**config.mk**
```make
export PLATFORM = sky130hd
export DESIGN_NAME = kbd_scan_decoder
export DESIGN_NICKNAME = d
export VERILOG_FILES = /design/src/rtl/kbd_pkg.sv /design/src/rtl/kbd_fifo.sv /design/src/rtl/kbd_scan_decoder.sv
export SDC_FILE = /design/constraint.sdc
export NUM_CORES = 1
export LEC_CHECK = 0
export CAP_MARGIN = 20
export CORE_MARGIN = 2
export CORE_UTILIZATION = 53
export CTS_BUF_LIST = sky130_fd_sc_hd__clkbuf_8
export DETAILED_ROUTE_END_ITERATION = 7
export GPL_ROUTABILITY_DRIVEN = 0
export GPL_TIMING_DRIVEN = 1
export PLACE_DENSITY_LB_ADDON = 0.08
export SLEW_MARGIN = 5
export SYNTH_ARGS = -nofsm -noshare
export SYNTH_HDL_FRONTEND = slang
export SYNTH_SLANG_ARGS = --single-unit
export TNS_END_PERCENT = 20
```
**constraint.sdc**
```tcl
create_clock -name CLK -period 3.2 [get_ports CLK]
set_input_delay 0.48 -clock CLK [delete_from_list [all_inputs] [get_ports CLK]]
set_output_delay 0.48 -clock CLK [all_outputs]
set_load 0.03 [all_outputs]
```
**src/rtl/kbd_pkg.sv**
```systemverilog
// Shared constants for the PS/2 set-2 scan decoder: prefix bytes, key event layout,
// decoder state encoding.
package kbd_pkg;

   localparam logic [7:0] SC_EXT  = 8'hE0;
   localparam logic [7:0] SC_BRK  = 8'hF0;
   localparam logic [7:0] SC_E1   = 8'hE1;
   localparam logic [7:0] SC_ERR0 = 8'h00;
   localparam logic [7:0] SC_ERR1 = 8'hFF;

   localparam int unsigned KEY_W   = 10;
   localparam int unsigned BRK_BIT = 9;
   localparam int unsigned EXT_BIT = 8;

   localparam logic [1:0] StIdle   = 2'd0;
   localparam logic [1:0] StExt    = 2'd1;
   localparam logic [1:0] StBrk    = 2'd2;
   localparam logic [1:0] StExtBrk = 2'd3;

endpackage

```
**src/rtl/kbd_fifo.sv**
```systemverilog
// First-word-fall-through FIFO; pointers carry one extra wrap bit to tell full from empty.
module kbd_fifo #(
   parameter int unsigned DEPTH = 16,
   parameter int unsigned AW    = 4,
   parameter int unsigned W     = 10
) (
   input  logic         clk,
   input  logic         rst_n,
   input  logic         push,
   input  logic [W-1:0] din,
   input  logic         pop,
   output logic         accepted,
   output logic [W-1:0] dout,
   output logic         valid,
   output logic         full
);

   logic [AW:0]  wp_q, rp_q;
   logic [W-1:0] mem [DEPTH];
   logic         do_pop;

   assign full     = (wp_q[AW] != rp_q[AW]) && (wp_q[AW-1:0] == rp_q[AW-1:0]);
   assign valid    = (wp_q != rp_q);
   assign do_pop   = pop && valid;
   // A pop in the same cycle frees the slot, so a push into a full FIFO still lands.
   assign accepted = push && (!full || do_pop);
   assign dout     = valid ? mem[rp_q[AW-1:0]] : '0;

   always_ff @(posedge clk or negedge rst_n) begin
      if (!rst_n) begin
         wp_q <= '0;
         rp_q <= '0;
      end else begin
         if (accepted) wp_q <= wp_q + {{AW{1'b0}}, 1'b1};
         if (do_pop)   rp_q <= rp_q + {{AW{1'b0}}, 1'b1};
      end
   end

   always_ff @(posedge clk) begin
      if (accepted) mem[wp_q[AW-1:0]] <= din;
   end

endmodule

```
**src/rtl/kbd_scan_decoder.sv**
```systemverilog
// Brings keyboard scan bytes into the CPU clock domain, folds E0/F0 prefixes into
// 10-bit key events and queues them for the CPU.
module kbd_scan_decoder
   import kbd_pkg::*;
#(
   parameter int unsigned DEPTH = 16,
   parameter int unsigned AW    = 4
) (
   input  logic             CLK,
   input  logic             RSTN,
   input  logic [7:0]       KCODE,
   input  logic             KCOME,
   input  logic             RD,
   input  logic             CLR_OVF,
   output logic [KEY_W-1:0] KEY,
   output logic             VALID,
   output logic             FULL,
   output logic             OVF
);

   logic             s1_q, s2_q, s3_q;
   logic             hit;
   logic [1:0]       state_q, state_d;
   logic             push, accepted, is_err;
   logic             ev_brk, ev_ext;
   logic [KEY_W-1:0] ev;
   logic             ovf_q;

   // Reset to 1 so a strobe already high at reset release yields no rising edge.
   always_ff @(posedge CLK or negedge RSTN) begin
      if (!RSTN) begin
         s1_q <= 1'b1;
         s2_q <= 1'b1;
         s3_q <= 1'b1;
      end else begin
         s1_q <= KCOME;
         s2_q <= s1_q;
         s3_q <= s2_q;
      end
   end

   assign hit    = s2_q && !s3_q;
   assign is_err = (KCODE == SC_ERR0) || (KCODE == SC_ERR1) || (KCODE == SC_E1);

   always_comb begin
      state_d = state_q;
      push    = 1'b0;
      ev_brk  = 1'b0;
      ev_ext  = 1'b0;
      if (hit) begin
         case (state_q)
            StIdle: begin
               if (KCODE == SC_EXT)      state_d = StExt;
               else if (KCODE == SC_BRK) state_d = StBrk;
               else if (!is_err)         push = 1'b1;
            end
            StExt: begin
               if (KCODE == SC_BRK)      state_d = StExtBrk;
               else if (KCODE == SC_EXT) state_d = StExt;
               else begin
                  state_d = StIdle;
                  push    = !is_err;
                  ev_ext  = 1'b1;
               end
            end
            StBrk: begin
               if (KCODE == SC_BRK) state_d = StBrk;
               else begin
                  state_d = StIdle;
                  push    = !is_err && (KCODE != SC_EXT);
                  ev_brk  = 1'b1;
               end
            end
            default: begin
               state_d = StIdle;
               push    = !is_err && (KCODE != SC_EXT) && (KCODE != SC_BRK);
               ev_brk  = 1'b1;
               ev_ext  = 1'b1;
            end
         endcase
      end
   end

   always_comb begin
      ev          = '0;
      ev[7:0]     = KCODE;
      ev[BRK_BIT] = ev_brk;
      ev[EXT_BIT] = ev_ext;
   end

   always_ff @(posedge CLK or negedge RSTN) begin
      if (!RSTN) begin
         state_q <= StIdle;
         ovf_q   <= 1'b0;
      end else begin
         state_q <= state_d;
         // A fresh drop outranks a simultaneous clear.
         if (push && !accepted) ovf_q <= 1'b1;
         else if (CLR_OVF)      ovf_q <= 1'b0;
      end
   end

   kbd_fifo #(
      .DEPTH (DEPTH),
      .AW    (AW),
      .W     (KEY_W)
   ) u_fifo (
      .clk      (CLK),
      .rst_n    (RSTN),
      .push     (push),
      .din      (ev),
      .pop      (RD),
      .accepted (accepted),
      .dout     (KEY),
      .valid    (VALID),
      .full     (FULL)
   );

   assign OVF = ovf_q;

endmodule

```
Yosys cells after proc, flatten, opt, wreduce, memory -nomap -nowiden
Memory sizes are Yosys's and may differ from the RTL's.
Index checks and enable logic that the tools add are counted.
{"block": "op_classes", "add_sub_neg": 2, "n_mux": 26, "reduce_logical": 20, "eq_ne": 12}
{"cell": "$eq A8 B8 Y1 const B", "count": 4}
{"cell": "$mux W1", "count": 17}
{"cell": "$ne A8 B8 Y1 const B", "count": 2}
{"cell": "$add A5 B1 Y5 const B", "count": 2}
{"cell": "$mux W10", "count": 1}
{"cell": "$logic_not A8 Y1", "count": 1}
{"cell": "$mux W2", "count": 4}
{"cell": "$logic_and A1 B1 Y1", "count": 7}
{"cell": "$pmux W2 S3", "count": 1}
{"cell": "$ne A5 B5 Y1", "count": 1}
{"cell": "$eq A4 B4 Y1", "count": 1}
{"cell": "$logic_not A1 Y1", "count": 4}
{"cell": "$pmux W1 S2", "count": 2}
{"cell": "$reduce_or A2 Y1", "count": 2}
{"cell": "$logic_or A1 B1 Y1", "count": 3}
{"cell": "$ne A3 B3 Y1 const B", "count": 1}
{"cell": "$pmux W1 S3", "count": 1}
{"cell": "$eq A2 B1 Y1 const B", "count": 1}
{"cell": "$eq A2 B2 Y1 const B", "count": 1}
{"cell": "$logic_not A2 Y1", "count": 1}
{"cell": "$reduce_and A2 Y1", "count": 1}
{"cell": "$reduce_bool A2 Y1", "count": 1}
{"cell": "$ne A1 B1 Y1", "count": 1}
{"block": "word_totals", "ramBits": 160, "register_bits": 16, "n_memories": 1, "in_bits": 13, "word_cells": 68, "out_inout_bits": 13}
{"name": "u_fifo.mem", "depth": 16, "word_bits": 10, "rd": 1, "rd_ports_with_merged_regs": 0, "wr": 1, "line_no": "kbd_fifo.sv:19", "rtl": "logic [W-1:0] mem [DEPTH];"}

Longest topological paths before layout
{"block": "depth", "depth_word": 12, "ltp_mapped": 7, "ltp_nobuf": 5}

Modules after synthesis
A second synthesis with hierarchy kept.
{"block": "hier_totals", "cells_unflattened": 357, "area_unflattened_um2": 7045.5}
{"mod": "kbd_fifo", "area_per_inst_um2": 6727.7, "cells_per_inst": 323, "n_inst": 1, "seq_area_each_um2": 5054.8}
{"mod": "kbd_scan_decoder", "area_per_inst_um2": 317.8, "cells_per_inst": 34, "n_inst": 1, "seq_area_each_um2": 153.9}

Least setup slack after synthesis
OpenSTA, ideal clock, no wires.
{"block": "synth_path", "kind": "register to register", "startpoint": "reg s2_q", "endpoint": "mem u_fifo.mem[3][0], enable pin", "setup_ps": 390, "synth_period_minus_slack_ps": 2279, "setup_slack_ps": 921, "arrival_time_ps": 1890, "path_stages_with_launch": 6, "n_path_buf": 0, "required_ps": 2810, "cell_sequence": "dfstp_2 nor2b_1 o21ai_1 o21ba_4 nand3_1 nor3_1"}
{"block": "synth_via", "elab_chain_len": 5}
{"element": "start: declaration", "line_no": "kbd_scan_decoder.sv:21", "rtl": "logic s1_q, s2_q, s3_q;"}
{"element": "start signal: assignment", "line_no": "kbd_scan_decoder.sv:37", "rtl": "s2_q <= s1_q;"}
{"element": "$logic_and A1 B1 Y1", "line_no": "kbd_scan_decoder.sv:42", "rtl": "assign hit = s2_q && !s3_q;"}
{"element": "$mux W1", "line_no": "kbd_scan_decoder.sv:50", "rtl": "if (hit) begin"}
{"element": "$logic_and A1 B1 Y1", "line_no": "kbd_fifo.sv:26", "rtl": "assign accepted = push && (!full || do_pop);"}
{"element": "$mux W1", "line_no": "kbd_fifo.sv:40", "rtl": "if (accepted) mem[wp_q[AW-1:0]] <= din;"}
{"element": "$mux W1 (not written as such)", "line_no": "kbd_fifo.sv:40"}
{"element": "end: declaration", "line_no": "kbd_fifo.sv:19"}
No other way between the ends.

Worst setup path in the final report
{"block": "layout_path", "startpoint": "reg u_fifo.rp_q[0]", "endpoint": "out KEY[0]"}
{"block": "layout_via", "elab_chain_len": 2, "elab_cells_between_ends": 3, "classes_between": "eq/ne (1); mux (1); memory (1)"}
{"element": "start: declaration", "line_no": "kbd_fifo.sv:18", "rtl": "logic [AW:0] wp_q, rp_q;"}
{"element": "start signal: assignment", "line_no": "kbd_fifo.sv:35", "rtl": "if (do_pop) rp_q <= rp_q + {{AW{1'b0}}, 1'b1};"}
{"element": "$mem_v2 Z16 W10 / $ne A5 B5 Y1 (equally long branches)"}
{"element": "$mux W10 *", "line_no": "kbd_fifo.sv:27", "rtl": "assign dout = valid ? mem[rp_q[AW-1:0]] : '0;"}
{"element": "end: declaration", "line_no": "kbd_scan_decoder.sv:15", "rtl": "output logic [KEY_W-1:0] KEY,"}
Every way passes the cells marked *; elsewhere a longest branch is shown, timed or not.

==> impl_results.md <==
* CTS Buffer Depth at 2
* Final nets at 428
* Setup crit start kind: flip-flop
* # IOs at 26
* Post-synth EDFFs at 160
* CP Capture Type: primary output
* Placed insts at 561
* Maximum fanout along the worst path at 10
* Number of hold buffers added after cts at 0
* Final Critical Period at 3.10 ns
* Final setup violation count at 0
* Iteration-0 DRC Markers at 433
* Root buffer cell: clkbuf_8
* # H-tree levels at 4
* Starting density of the core at 0.548
* Share of post-route cells with drive strength above 1 at 0.272
* HPWL after DPL at 9720 um
* Final Hold Fails at 0
* Hold Crit Depth at 0
* Synth Instances at 352
* #FFs+latches synth at 176
* Peak VDD IR at 0.597 mV
* Fmax at 322 MHz
* Number of inserted diodes at 0
* Synth top area share at 0.687
* Via count at 3583
* Overflow left after global routing at 0
* Slew @ Worst Pin at 0.887 ns
* Post-Syn Area per Cell at 19.9 um2
* Pin count of the biggest net entering global routing at 24
* Footprint of the multi-input gates at 0.00168 mm2
* Clock power frac at 0.234
* DR WL/cell at 24.7 um
* Setup CP Type: flip-flop to primary output
* Slew Viols, Final at 0
* # clock sinks at 176
* Post-Synthesis Net Count at 370
* DRC violations left at 0
* Final Cycle Share at 0.970
* Port bufs at 25
* Vias in the first global route at 3625
* R2R Path Start: u_fifo.rp_q[0]
* NetSw at 2260 uW
* Synth unique cells at 40
* Hold EP: s3_q
* RSZ-0062 raised after global routing: no
* Core ar. at 0.0128 mm2
* Outcome: finished, final reports clean
* Initial antenna violation count at 0
* DR vias/cell at 6.02
* Sequential share of power at 0.416
* Post-Layout Cell Count at 595
* Filler Cell Count at 890
* Logic pwr share at 0.350
* Skew final at 0.0136 ns
* First-pass GRT wire length at 22700 um
* Worst hold start: s2_q
* Seq/Total Area, Yosys at 0.745
* Top post-synthesis cells by count: edfxtp_1, mux4_2, a22oi_1, and3_1, dfrtp_1
* Reg2reg path depth at 7
* Layout area overhead at 16.1%
* TritonCTS Buffers at 17
* Reg-to-Reg End: u_fifo.mem[3][1]
* Final ANT Viol Nets at 0
* Power Dens Cells at 849 mW/mm2
* Synth area leaders: edfxtp_1, mux4_2, dfrtp_1
* DRT Pass-1 Iters at 5
* # rows at 41
* TritonCTS clock tree: done
* Die area at 0.0141 mm2
* Yosys warns at 0
* Async SR Flop Fraction at 0.0909
* Clk pin slew, worst setup/hold paths at 0.08 ns
* Reg2Reg Setup Slack at 0.58 ns
* MaxCap Viol Count at 0
* Slew headroom at 0.404
* Routed WL at 14700 um
* CP Data Arrival Time at 2.62 ns
* Class of the tightest hold or removal check: flip-flop to flip-flop
* Largest area contributor in the netlist: edfxtp_1
* Die height at 119 um
* FF+latch area at 0.00521 mm2
* CP required at 2.72 ns
* Sw Share at 0.329
* Synthesized area at 0.00700 mm2
* Total power at 6890 uW
* Cell with the most instances after synthesis: edfxtp_1
* GRT Overall Usage at 0.228
* DIE WIDTH at 119 um
* Worst-Skew Late Latency at 0.45 ns
* Commonest register cell after synthesis: edfxtp_1
* P_int at 4630 uW
* P_leak at 0.00285 uW
metal layers:
layer	GRT usage	up-vias	routed length (um)
li1	-	1556	-
met1	0.349	1875	6710
met2	0.330	136	6800
met3	0.0460	16	906
met4	0.0804	0	278
met5	0	-	0
cells in the final DEF (no fill, tap or decap), types with 8 or more instances in the layout:
cell type and instances:
inv_1 8, clkbuf_8 17, a22oi_1 19, mux4_2 40
nor2_1 9, xnor2_1 8, a21oi_1 10, edfxtp_1 160
buf_4 29, clkdlybuf4s50_1 16, dfrtp_1 11, and3_1 16
repair_timing:
| item | in CTS | in global routing |
|---|---|---|
| setup buffers | 1 | 0 |
| gates resized for setup | 6 | 6 |
| hold endpoints to repair | 0 | 0 |
| endpoints found under the setup margin | 10 | 6 |
cells by family after synthesis:
kind of cell / share of synthesized area
and+or+nand+nor: 0.0410
muxes: 0.130
buffers and inverters: 0.0163
AOI/OAI and AO/OA: 0.0415
adders and majority gates: 0.00894
DFF: 0.745
xor gates and xnor gates: 0.0173
registers in the layout (all words and copies together) (netlist names):
register,flops
OVF,1
s2_q,1
u_fifo.wp_q,5
u_fifo.rp_q,5
u_fifo.mem,160
s1_q,1
state_q,2
s3_q,1
worst max path at each step:
| stage | from | slack, ns | depth (start not counted) | endpoint |
|---|---|---|---|---|
| floorplan | s2_q | 0.92 | 5 | u_fifo.mem[3][0] |
| global placement | KCODE[4] | 0.18 | 6 | u_fifo.mem[7][1] |
| detailed placement | KCODE[2] | 0.10 | 7 | u_fifo.mem[3][0] |
| CTS | u_fifo.rp_q[0] | -0.06 | 5 | KEY[4] |
| global route | u_fifo.rp_q[0] | 0.02 | 5 | KEY[0] |
| finish | u_fifo.rp_q[0] | 0.1 | 5 | KEY[0] |
through the flow:
stage | cell area [um2] | hold slack [ns] | utilization | TNS (ns) | setup slack [ns]
floorplan | 7000 | 0.184 | - | 0 | 0.921
global placement | 7660 | 0.365 | 0.600 | 0 | 0.180
detailed placement | 7660 | 0.365 | 0.600 | 0 | 0.100
CTS | 8100 | 0.379 | 0.634 | -0.0647 | -0.0647
global route | 8120 | 0.382 | 0.636 | 0 | 0.0197
finish | 8120 | 0.377 | 0.636 | 0 | 0.0955
critical path, stage by stage, from the launching register on:
cell,delay (ns)
dfrtp_2,0.50
buf_12,0.19
mux4_2,0.54
a22oi_1,0.24
a21oi_1,0.12
clkdlybuf4s50_1,0.60
layout make-up:
cell class / instances / share of cell area
multi-input combinational: 150 / 0.207
tap: 172 / 0.0265
sequential: 176 / 0.642
inverter: 7 / 0.00324
clock buffer: 17 / 0.0288
timing repair buffer: 58 / 0.0689
clock inverter: 15 / 0.0236
power groups by stage:
stage | sequential [uW] | clock (uW) | combinational, uW
after global routing | 2890 | 1730 | 2570
after floorplan | 2770 | 0 | 1640
after CTS | 2870 | 1640 | 2440
after detailed placement | 2930 | 0 | 2430
after global placement | 2920 | 0 | 2410
final | 2870 | 1610 | 2410
Note: power is estimated with default switching activity, not from simulation.
